[src/rtl/instr_fifo_pkg.sv]
// Shared constants and helpers for the instruction FIFO and the decoder front end.
package instr_fifo_pkg;

    localparam int DEF_DATA_W = 13;
    localparam int DEF_ADDR_W = 3;

    // Occupancy needs one extra bit so that a completely full FIFO is representable.
    function automatic int count_w(input int addr_w);
        return addr_w + 1;
    endfunction

    localparam int DEF_COUNT_W = count_w(DEF_ADDR_W);

    typedef enum logic [1:0] {
        OP_IDLE  = 2'b00,
        OP_READ  = 2'b01,
        OP_WRITE = 2'b10,
        OP_BOTH  = 2'b11
    } fifo_op_e;

endpackage

[src/rtl/instr_fifo_mem.sv]
// DEPTH x DATA_W simple dual-port RAM: synchronous write, asynchronous read.
module instr_fifo_mem #(
    parameter int DATA_W = 13,
    parameter int ADDR_W = 3
) (
    input  logic              clk,
    input  logic              we,
    input  logic [ADDR_W-1:0] waddr,
    input  logic [DATA_W-1:0] wdata,
    input  logic [ADDR_W-1:0] raddr,
    output logic [DATA_W-1:0] rdata
);

    logic [DATA_W-1:0] mem [0:(1<<ADDR_W)-1];

    always_ff @(posedge clk) begin
        if (we) begin
            mem[waddr] <= wdata;
        end
    end

    assign rdata = mem[raddr];

endmodule

[src/rtl/instr_fifo_param.sv]
// Parametrised instruction FIFO with almost flags, flush and sticky error flags.
// Define INSTR_FIFO_FWFT_EN for first-word-fall-through reads; default is a registered read.
module instr_fifo_param
    import instr_fifo_pkg::*;
#(
    parameter int DATA_W        = DEF_DATA_W,
    parameter int ADDR_W        = DEF_ADDR_W,
    parameter int AFULL_THRESH  = 6,
    parameter int AEMPTY_THRESH = 1
) (
    input  logic              clk,
    input  logic              rst_n,
    input  logic              flush,
    input  logic              wr_en,
    input  logic [DATA_W-1:0] wr_data,
    input  logic              rd_en,
    output logic [DATA_W-1:0] rd_data,
    output logic              rd_valid,
    output logic              empty,
    output logic              full,
    output logic              almost_empty,
    output logic              almost_full,
    output logic [ADDR_W:0]   count,
    output logic              ovf_err,
    output logic              udf_err
);

    localparam int CNT_W = count_w(ADDR_W);
    localparam int DEPTH = 1 << ADDR_W;

    localparam logic [ADDR_W-1:0] PTR_ONE    = ADDR_W'(1);
    localparam logic [CNT_W-1:0]  CNT_ONE    = CNT_W'(1);
    localparam logic [CNT_W-1:0]  CNT_DEPTH  = CNT_W'(DEPTH);
    localparam logic [CNT_W-1:0]  CNT_AFULL  = CNT_W'(AFULL_THRESH);
    localparam logic [CNT_W-1:0]  CNT_AEMPTY = CNT_W'(AEMPTY_THRESH);

    logic [ADDR_W-1:0] wr_ptr;
    logic [ADDR_W-1:0] rd_ptr;
    logic [DATA_W-1:0] mem_rdata;
    logic              wr_acc;
    logic              rd_acc;
    fifo_op_e          op;

    assign empty        = (count == '0);
    assign full         = (count == CNT_DEPTH);
    assign almost_empty = (count <= CNT_AEMPTY);
    assign almost_full  = (count >= CNT_AFULL);

    // Acceptance is qualified by reset and flush so the RAM never sees a write in those cycles.
    assign wr_acc = rst_n & ~flush & wr_en & ~full;
    assign rd_acc = rst_n & ~flush & rd_en & ~empty;
    assign op     = fifo_op_e'({wr_acc, rd_acc});

    instr_fifo_mem #(
        .DATA_W (DATA_W),
        .ADDR_W (ADDR_W)
    ) u_mem (
        .clk   (clk),
        .we    (wr_acc),
        .waddr (wr_ptr),
        .wdata (wr_data),
        .raddr (rd_ptr),
        .rdata (mem_rdata)
    );

    always_ff @(posedge clk) begin
        if (!rst_n) begin
            wr_ptr  <= '0;
            rd_ptr  <= '0;
            count   <= '0;
            ovf_err <= 1'b0;
            udf_err <= 1'b0;
        end else if (flush) begin
            wr_ptr  <= '0;
            rd_ptr  <= '0;
            count   <= '0;
            ovf_err <= 1'b0;
            udf_err <= 1'b0;
        end else begin
            if (wr_en && full) begin
                ovf_err <= 1'b1;
            end
            if (rd_en && empty) begin
                udf_err <= 1'b1;
            end
            if (wr_acc) begin
                wr_ptr <= wr_ptr + PTR_ONE;
            end
            if (rd_acc) begin
                rd_ptr <= rd_ptr + PTR_ONE;
            end
            case (op)
                OP_WRITE: count <= count + CNT_ONE;
                OP_READ:  count <= count - CNT_ONE;
                default:  count <= count;
            endcase
        end
    end

`ifdef INSTR_FIFO_FWFT_EN
    // Head word is presented directly; rd_en only pops.
    assign rd_data  = mem_rdata;
    assign rd_valid = ~empty;
`else
    always_ff @(posedge clk) begin
        if (!rst_n) begin
            rd_data  <= '0;
            rd_valid <= 1'b0;
        end else if (flush) begin
            rd_valid <= 1'b0;
        end else begin
            rd_valid <= rd_acc;
            if (rd_acc) begin
                rd_data <= mem_rdata;
            end
        end
    end
`endif

endmodule

[config.mk]
export PLATFORM = sky130hd
export DESIGN_NAME = instr_fifo_param
export DESIGN_NICKNAME = d
export VERILOG_FILES = /design/src/rtl/instr_fifo_pkg.sv /design/src/rtl/instr_fifo_mem.sv /design/src/rtl/instr_fifo_param.sv
export SDC_FILE = /design/constraint.sdc
export NUM_CORES = 1
export LEC_CHECK = 0
export BUFFER_PORTS_ARGS = -buffer_cell sky130_fd_sc_hd__buf_2
export CAP_MARGIN = 30
export CORE_UTILIZATION = 35
export DETAILED_ROUTE_END_ITERATION = 6
export HOLD_SLACK_MARGIN = 0.15
export MAX_ROUTING_LAYER = met4
export PLACE_DENSITY = 0.58
export SYNTH_ARGS = -nofsm -noshare
export SYNTH_HDL_FRONTEND = slang
export SYNTH_SLANG_ARGS = --single-unit
export TNS_END_PERCENT = 20
[constraint.sdc]
create_clock -name clk -period 3.9 [get_ports clk]
set_input_delay 0.39 -clock clk [delete_from_list [all_inputs] [get_ports clk]]
set_output_delay 0.39 -clock clk [all_outputs]
set_load 0.01 [all_outputs]
==> results of run 1 <==
-- flip-flops by register name, summed over array words and instances (netlist names) --
name,cells
rd_data,13
ovf_err,1
rd_valid,1
rd_ptr,3
udf_err,1
u_mem.mem,104
wr_ptr,3
count,4
-- worst register-to-register path, stage by stage, from the launching register on --
cell,delay [ns]
dfxtp_1,0.45
inv_1,0.12
ha_1,0.22
or3b_1,0.35
and2_4,0.32
ha_1,0.26
or4b_1,0.45
a21oi_1,0.19
xnor2_1,0.13
nor2_1,0.05
-- power by group through the flow --
stage / sequential, mW / clock, mW / combinational, mW
floorplan: 1.54 / 0 / 0.0312
global placement: 1.54 / 0 / 0.0629
detailed placement: 1.54 / 0 / 0.0644
CTS: 1.51 / 1.52 / 0.0646
global route: 1.51 / 1.58 / 0.0710
finish: 1.51 / 1.48 / 0.0636
-- cells in the mapped netlist --
cell type | number | area share
nand3_4 | 1 | 0.0035
and2_1 | 1 | 0.0012
clkbuf_1 | 2 | 0.0015
o21ai_0 | 6 | 0.0059
or3_1 | 1 | 0.0012
or4b_1 | 1 | 0.0020
nand4b_1 | 1 | 0.0017
and3b_1 | 1 | 0.0017
nand3b_1 | 1 | 0.0015
xor2_1 | 5 | 0.0086
nor3_1 | 5 | 0.0049
and2_4 | 1 | 0.0017
ha_1 | 8 | 0.020
inv_1 | 5 | 0.0037
nor2_1 | 26 | 0.019
a211oi_1 | 1 | 0.0015
nand3_1 | 5 | 0.0049
xnor2_1 | 2 | 0.0035
nand3_2 | 1 | 0.0020
nand4_1 | 1 | 0.0012
or3b_1 | 1 | 0.0017
nor4_1 | 1 | 0.0012
dfxtp_1 | 26 | 0.10
nor2b_1 | 1 | 0.0012
o21ai_1 | 9 | 0.0089
o22ai_1 | 13 | 0.016
mux4_2 | 14 | 0.062
buf_2 | 2 | 0.0020
a21oi_1 | 6 | 0.0059
buf_6 | 6 | 0.013
clkbuf_2 | 1 | 0.00099
nand2_1 | 5 | 0.0037
mux4_1 | 12 | 0.062
buf_8 | 1 | 0.0030
mux2i_1 | 1 | 0.0020
nand2b_1 | 4 | 0.0049
edfxtp_1 | 104 | 0.62
-- stage by stage --
stage                     total power, mW  cell area [um2]  std cells  worst slack [ns]
after global placement               1.60             5500        502              1.29
after floorplan                      1.57             5070        282              1.01
after CTS                            3.09             6050        534              1.20
after global routing                 3.16             6050        534              1.08
final                                3.06             6050        534              1.22
after detailed placement             1.60             5500        502              1.21
-- cell usage in the layout (no fill, tap or decap), types with 9 or more instances in the layout --
master / n
buf_2: 41
buf_4: 11
clkbuf_16: 17
dfxtp_1: 26
edfxtp_1: 104
mux4_1: 12
mux4_2: 14
nor2_1: 26
o21ai_1: 9
o22ai_1: 13
-- worst paths after layout --
path                    start  slack, ns               end
setup / recovery     count[0]       1.22          count[3]
hold reg to reg       ovf_err       0.47           ovf_err
setup reg to reg     count[0]       1.22          count[3]
hold / removal    wr_data[12]       0.26  u_mem.mem[4][12]
-- layer usage --
layer,vias to the layer above,wire (um)
met4,0,99
met2,52,4840
met1,1373,4570
met5,-,0
met3,9,356
li1,1240,-
-- logic make-up (layout without fill, tap and decap cells) --
| family | after synthesis | after routing | share of synthesized area |
|---|---|---|---|
| muxes | 27 | 27 | 0.126 |
| xor gates and xnor gates | 7 | 7 | 0.0121 |
| and+or+nand+nor | 58 | 58 | 0.0598 |
| AOI/OAI and AO/OA | 35 | 35 | 0.0383 |
| adders and majority gates | 8 | 8 | 0.0198 |
| DFF | 130 | 130 | 0.719 |
| buffers and inverters | 17 | 89 | 0.0244 |
-- area by class of cell --
class / count / area share
Tap cell: 180 / 0.0372
Timing Repair Buffer: 52 / 0.0476
Clock buffer: 26 / 0.0775
Multi-Input combinational cell: 135 / 0.219
Clock inverter: 6 / 0.0136
Sequential cell: 130 / 0.602
Inverter: 5 / 0.00310
==> qor.csv, run 1 <==
metric,value,unit
status,finished clean,
WP buf/inv,1,
first-pass GRT wire length,15400,um
crit-path max FO,14,
area taken by multi-input logic gates,1330,um2
DRT Pass-1 Iters,4,
Starting Density,0.362,
met3 Use GR,0.0386,
CP most frequent cell,ha_1,
antenna violations before repair,0,
cts repair resizes,0,
die area,15000,um2
Ys Warns,0,
fin util,0.433,
sequential area share after synthesis,0.719,
GRT Util Overall,0.148,
Tightest Pin Transition,0.923,ns
drt total wl,9870,um
Post-DP HPWL,6130,um
fmax,0.373,GHz
Slew HR,0.384,
Power Density,505,nW/um2
Chip Width,122,um
WP depth,9,
share of layout cells above drive strength 1,0.277,
Layout Nets,367,
row cnt,43,
final hold violations,0,
Crit-path slowest cell,dfxtp_1,
CTS tree,done,
Hold Buf Count CTS,0,
via count,2674,
final critical-path share of the clock period,0.687,
"Critical Path, Cell by Cell",inv_1 -> ha_1 -> or3b_1 -> and2_4 -> ha_1 -> or4b_1 -> a21oi_1 -> xnor2_1 -> nor2_1,
largest stage delay on the critical path,0.45,ns
Post-DRT Antenna Nets,0,
FF/Latch Area,3640,um2
Worst Hold Slack,0.260,ns
Num CTS Buffers,17,
Clk pwr share,0.485,
largest net degree at the start of global routing,29,
die height,122,um
GPL Wtd Cong,0.787,
final setup fails,0,
port buffer count,41,
peak supply drop,367,uV
H-Tree Depth,4,
postcts setup bufs,0,
CORE AREA,14000,um2
#FFs+latches synth,130,
Syn Inst Count,282,
RSZ-0062 raised after global routing,no,
Syn Area/Cell,18.0,um2
Yosys cell types,37,
post-synthesis instance area,5070,um2
LEAKAGE,2.10,nW
top cell family by delay on the critical path,simple AND/OR/NAND/NOR gates,
P_sw,0.574,mW
Ant. Diodes,0,
clk root buf,clkbuf_16,
vias in the first global route,2725,
gr ovfl total,0,
Crit Path Category,reg2reg,
TritonCTS Sinks,130,
M2 GR Usage,0.232,
worst min path class,in2reg,
crit path launch type,register,
# DRC,0,
clock network latency to the later pin of the worst-skew pair,0.40,ns
minimum clock period after layout,2.68,ns
Seq pwr share,0.494,
clk buf depth,2,
r2r worst-path depth,9,
Sw Share,0.188,
Ports,42,
Syn-to-layout area delta,19.5,%
"Slew Viols, Final",0,
routed len/inst,18.5,um
Filler Cells Inserted,1241,
Max-Cap Viols,0,
GR peak layer,met2,
Worst Setup End Kind,register,
total negative setup slack,0,ns
Clock transition at path regs,0.06,ns
syn_nets,308,
Logic pwr share,0.021,
drt initial violations,178,
post-DR vias/cell,5.01,
GRT met1 Usage,0.185,
Worst Skew,0.00893,ns
Critical Path RT,4.17,ns
crit path DAT,2.95,ns
hold path depth,1,
Pint,2.48,mW
Power figures use the tool's default switching activity.
==> run 2: changes to the inputs <==
--- a/config.mk
+++ b/config.mk
@@ -11,7 +11,7 @@
 export DETAILED_ROUTE_END_ITERATION = 6
 export HOLD_SLACK_MARGIN = 0.15
 export MAX_ROUTING_LAYER = met4
-export PLACE_DENSITY = 0.58
+export PLACE_DENSITY = 0.6
 export SYNTH_ARGS = -nofsm -noshare
 export SYNTH_HDL_FRONTEND = slang
 export SYNTH_SLANG_ARGS = --single-unit
==> constraint.sdc (replaced) <==
create_clock -name clk -period 2.15 [get_ports clk]
set_input_delay 0.215 -clock clk [delete_from_list [all_inputs] [get_ports clk]]
set_output_delay 0.215 -clock clk [all_outputs]
set_load 0.01 [all_outputs]
==> run 2 against run 1 <==
  * Sequential power up 81%
  * Final area up 5.1%
  * First-iteration DRC count down 15%
  * Clock power up 97%
  * Register-to-register slack worse by 1.1 ns
  * Flip-flop and latch count unchanged
  * Critical path type unchanged
  * Largest cell class unchanged
==> qor.csv, run 2 (synthesis gave the netlist of run 1 again) <==
metric,value,unit,change
Chip Width,122,um,unchanged
drt initial violations,152,,-15%
gr ovfl total,0,,unchanged
via count,2720,,+1.7%
clk root buf,clkbuf_16,,
most frequent cells in the layout,"104 x edfxtp_1, 41 x buf_2, 26 x nor2_1",,
LEAKAGE,2.23,nW,+5.7%
largest net degree at the start of global routing,29,,unchanged
Crit Path Category,reg2reg,,
drt total wl,9780,um,-0.91%
"Slew Viols, Final",0,,unchanged
Post-DRT Antenna Nets,0,,unchanged
GPL Wtd Cong,0.750,,-4.7%
peak supply drop,724,uV,+97%
GRT met1 Usage,0.185,,-0.000309
CORE AREA,14000,um2,unchanged
CTS tree,done,,
Starting Density,0.362,,unchanged
minimum clock period after layout,2.01,ns,-0.667 ns
met3 Use GR,0.0381,,-0.000465
worst setup margin,0.140,ns,-1.08 ns
Critical Path RT,2.43,ns,-1.74 ns
final setup fails,0,,unchanged
"most common cell after layout, fill and taps aside",edfxtp_1,,
Tightest Pin Transition,0.520,ns,-0.403 ns
fmax,0.497,GHz,+33%
Num CTS Buffers,17,,unchanged
port buffer count,41,,unchanged
clock network latency to the later pin of the worst-skew pair,0.40,ns,about the same
clk buf depth,2,,unchanged
GRT Util Overall,0.147,,-0.00115
H-Tree Depth,4,,unchanged
routed len/inst,17.6,um,-4.7%
share of layout cells above drive strength 1,0.312,,+0.0352
Clock transition at path regs,0.06,ns,about the same
# DRC,0,,unchanged
vias in the first global route,2664,,-2.2%
Max-Cap Viols,0,,unchanged
final hold violations,0,,unchanged
GR peak layer,met2,,
dpl cells,509,,+1.4%
Power Total,5.80,mW,+90%
Worst Setup End Kind,register,,
Biggest register,u_mem.mem,,
Post-DP HPWL,5580,um,-8.9%
postcts setup bufs,0,,unchanged
final critical-path share of the clock period,0.935,,+0.248
"non-filler cells, final",555,,+3.9%
antenna violations before repair,0,,unchanged
worst min path class,in2reg,,
Ports,42,,unchanged
Worst Skew,0.00806,ns,-0.000870 ns
first-pass GRT wire length,14900,um,-2.8%
max reg flops,104,,unchanged
row cnt,43,,unchanged
Power Density,912,nW/um2,+81%
Ant. Diodes,0,,unchanged
Finished Cell Area,6360,um2,+5.1%
die height,122,um,unchanged
status,finished clean,,
DRT Pass-1 Iters,4,,unchanged
post-place setup slack,0.0578,ns,-1.16 ns
Syn-to-layout area delta,25.5,%,
die area,15000,um2,unchanged
Slew HR,0.653,,+0.269
crit-path max FO,4,,-10
Layout Nets,389,,+6.0%
post-DR vias/cell,4.90,,-2.1%
crit path launch type,register,,
TritonCTS Sinks,130,,unchanged
largest registers,"u_mem.mem x104, rd_data x13, count x4",,
instance area at placement,5570,um2,+1.3%
crit path DAT,2.29,ns,-0.66 ns
M2 GR Usage,0.224,,-0.00843
[run 2: cell count changes in the layout (fill, tap and decap cells not counted), moves of 3 or more]
cell,change
clkinvlp_4,+3
clkinv_4,+3
buf_4,+6
dlygate4sd3_1,+15
clkbuf_1,-7
clkinv_2,-3
[run 2: critical path: stages, from the launching register on]
cell and delay (ns):
dfxtp_2 0.32, inv_1 0.06, ha_1 0.20, or3b_4 0.23, and2_4 0.15, ha_4 0.14, or4b_4 0.46, a21oi_2 0.14
xnor2_1 0.12, nor2_1 0.05
[run 2: what timing repair did]
| item | CTS | global route |
|---|---|---|
| endpoints found under the setup margin | 0 | 2 |
| hold buffers | 15 | 0 |
| hold endpoints to repair | 108 | 0 |
| resized for setup | 0 | 7 |
[run 2: path summary, 6_finish.rpt]
| check | start | to | slack [ns] | cells after the start |
|---|---|---|---|---|
| setup / recovery | count[0] | count[3] | 0.14 | 9 |
| hold / removal | rst_n | rd_data[9] | 0.30 | 4 |
| setup reg to reg | count[0] | count[3] | 0.14 | 9 |
| hold reg to reg | ovf_err | ovf_err | 0.47 | 2 |
[run 2: power by group]
group | switching, mW | internal (mW) | leakage (nW)
combinational | 0.0821 | 0.0695 | 0.794
clock | 1.03 | 1.89 | 0.285
sequential | 0.00612 | 2.73 | 1.15
[run 2: metal layers]
metal	up-vias	routed length (um)
li1	1285	-
met1	1364	4530
met2	64	4720
met3	7	439
met4	0	91
met5	-	0
[run 2: layout make-up]
type | instances | area (um2)
clock buffers | 20 | 457
clock inverters | 11 | 155
fillers | 1210 | 7630
inverters | 5 | 18.8
multi-input cells | 135 | 1360
flip-flops and latches | 130 | 3640
well taps | 180 | 225
repair buffers | 74 | 503
[run 2: through the flow]
step | util | TNS, ns | hold slack [ns]
after floorplan | - | -7.13 | 0.314
after global routing | 0.455 | -0.00196 | 0.297
final | 0.455 | 0 | 0.303
after detailed placement | 0.398 | 0 | 0.467
after global placement | 0.398 | 0 | 0.443
after CTS | 0.453 | 0 | 0.283
==> run 3: changes to the inputs <==
--- a/config.mk
+++ b/config.mk
@@ -7,11 +7,13 @@
 export LEC_CHECK = 0
 export BUFFER_PORTS_ARGS = -buffer_cell sky130_fd_sc_hd__buf_2
 export CAP_MARGIN = 30
+export CELL_PAD_IN_SITES_DETAIL_PLACEMENT = 1
+export CELL_PAD_IN_SITES_GLOBAL_PLACEMENT = 1
 export CORE_UTILIZATION = 35
 export DETAILED_ROUTE_END_ITERATION = 6
 export HOLD_SLACK_MARGIN = 0.15
 export MAX_ROUTING_LAYER = met4
-export PLACE_DENSITY = 0.6
+export PLACE_DENSITY = 0.67
 export SYNTH_ARGS = -nofsm -noshare
 export SYNTH_HDL_FRONTEND = slang
 export SYNTH_SLANG_ARGS = --single-unit
==> run 3 against run 2 <==
  * Fmax decreased by 1.9%
  * Core utilization is essentially flat
  * Critical path type unchanged
  * Power decreased by 0.92%
  * Largest power group unchanged
==> qor.csv, run 3 (synthesis gave the netlist of run 1 again) <==
metric,value,unit,change
postcts setup bufs,0,,unchanged
Worst Hold Launch,rst_n,,
Worst R2R End,count[3],,
drt initial violations,169,,+11%
"most common cell after layout, fill and taps aside",edfxtp_1,,
area taken by multi-input logic gates,1350,um2,-0.46%
Starting Density,0.362,,unchanged
die height,122,um,unchanged
Chip Width,122,um,unchanged
most frequent cells in the layout,"104 x edfxtp_1, 41 x buf_2, 26 x nor2_1, 26 x dfxtp_1, 17 x clkbuf_16",,
worst setup margin,0.102,ns,-0.0380 ns
Clock transition at path regs,0.06,ns,about the same
Tightest Pin Transition,0.527,ns,+0.00733 ns
share of layout cells above drive strength 1,0.303,,-0.00881
GRT Util Overall,0.164,,+0.0171
flop2flop setup slack,0.10,ns,-0.04 ns
row cnt,43,,unchanged
crit path DAT,2.33,ns,+0.04 ns
top cell family by delay on the critical path,simple AND/OR/NAND/NOR gates,,
clk buf depth,2,,unchanged
TritonCTS Sinks,130,,unchanged
"non-filler cells, final",556,,+0.18%
Max-Cap Viols,0,,unchanged
clk root buf,clkbuf_16,,
CORE AREA,14000,um2,unchanged
Crit-path slowest cell,or4b_4,,
dpl cells,509,,unchanged
Power Density,904,nW/um2,-0.90%
"Slew Viols, Final",0,,unchanged
worst reg2reg startpoint,count[1],,
hold path depth,4,,unchanged
Layout Nets,389,,unchanged
Syn-to-layout area delta,25.5,%,about the same
worst hold endpoint,rd_data[11],,
drt total wl,10800,um,+11%
Biggest register,u_mem.mem,,
die area,15000,um2,unchanged
"Critical Path, Cell by Cell",inv_1 -> ha_1 -> or3b_1 -> and2_4 -> ha_4 -> or4b_4 -> a21oi_2 -> xnor2_1 -> nor2_1,,
Ant. Diodes,0,,unchanged
Filler Cells Inserted,1364,,+13%
largest net degree at the start of global routing,29,,unchanged
DRT Pass-1 Iters,4,,unchanged
CTS tree,done,,
Post-DRT Antenna Nets,0,,unchanged
r2r worst-path depth,9,,unchanged
fmax,0.488,GHz,-1.9%
final critical-path share of the clock period,0.953,,+0.0177
total negative setup slack,0,ns,unchanged
Worst Skew,0.00691,ns,-0.00116 ns
routed len/inst,19.4,um,+10%
largest registers,"u_mem.mem x104, rd_data x13, count x4",,
post-DR vias/cell,5.07,,+3.4%
minimum clock period after layout,2.05,ns,+0.0380 ns
GPL Wtd Cong,0.736,,-1.8%
final setup fails,0,,unchanged
post-place setup slack,0.0562,ns,-0.00166 ns
# DRC,0,,unchanged
largest stage delay on the critical path,0.46,ns,about the same
WP buf/inv,1,,unchanged
Slew HR,0.648,,-0.00489
LEAKAGE,2.23,nW,about the same
antenna violations before repair,0,,unchanged
vias in the first global route,3015,,+13%
crit-path max FO,4,,unchanged
Ports,42,,unchanged
via count,2817,,+3.6%
final hold violations,0,,unchanged
status,finished clean,,
FF/Latch Area,3640,um2,about the same
max reg flops,104,,unchanged
Num CTS Buffers,17,,unchanged
first-pass GRT wire length,16600,um,+11%
peak supply drop,543,uV,-25%
Post-DP HPWL,6380,um,+14%
Critical Path RT,2.44,ns,about the same
Finished Cell Area,6360,um2,about the same
crit path launch type,register,,
Worst Setup End Kind,register,,
Worst Hold Slack,0.290,ns,-0.0130 ns
H-Tree Depth,4,,unchanged
Crit Path Category,reg2reg,,
fin util,0.455,,about the same
Power Total,5.75,mW,-0.92%
clock network latency to the later pin of the worst-skew pair,0.41,ns,about the same
port buffer count,41,,unchanged
instance area at placement,5590,um2,+0.29%
gr ovfl total,0,,unchanged
worst min path class,in2reg,,
## run 3: cell count changes in the layout (fill, tap and decap cells not counted), sizes merged
| cell | previous run | this run |
|---|---|---|
| clkinv | 3 | 6 |
| clkbuf | 20 | 18 |
## run 3: how the worst max path moves through the flow
stage	depth (start not counted)	slack, ns	endpoint	startpoint
after detailed placement	9	0.06	count[3]	count[0]
after global placement	9	0.11	count[3]	count[0]
final	9	0.10	count[3]	count[1]
after floorplan	11	-0.29	count[3]	count[0]
after CTS	9	0.04	count[3]	count[0]
after global routing	9	-0.02	count[3]	count[0]
## run 3: layer usage
metal / global-route usage / part of all wire
met4: 0.0640 / 0.013
met5: - / 0
met3: 0.0479 / 0.042
met1: 0.182 / 0.41
met2: 0.278 / 0.54
## run 3: where the power goes
group          switching (mW)  internal (mW)
Sequential            0.00573           2.73
Combinational          0.0853         0.0688
Clock                    1.05           1.81
## run 3: tightest hold or removal path, delay by kind of cell
| kind | cells | cell delay, ns |
|---|---|---|
| compound gates | 1 | 0.09 |
| simple gates | 1 | 0.04 |
| buf+inv | 2 | 0.31 |
## run 3: layout make-up
class	instances	share of cell area
Timing Repair Buffer	74	0.0830
Inverter	5	0.00295
Clock buffer	18	0.0675
Clock inverter	14	0.0258
Tap cell	180	0.0354
Multi-Input combinational cell	135	0.212
Sequential cell	130	0.573
## run 3: repair_timing
item,CTS,global route
endpoints found under the hold margin,108,0
hold buffers,15,0
setup endpoints to repair,0,2
resized for setup,0,5
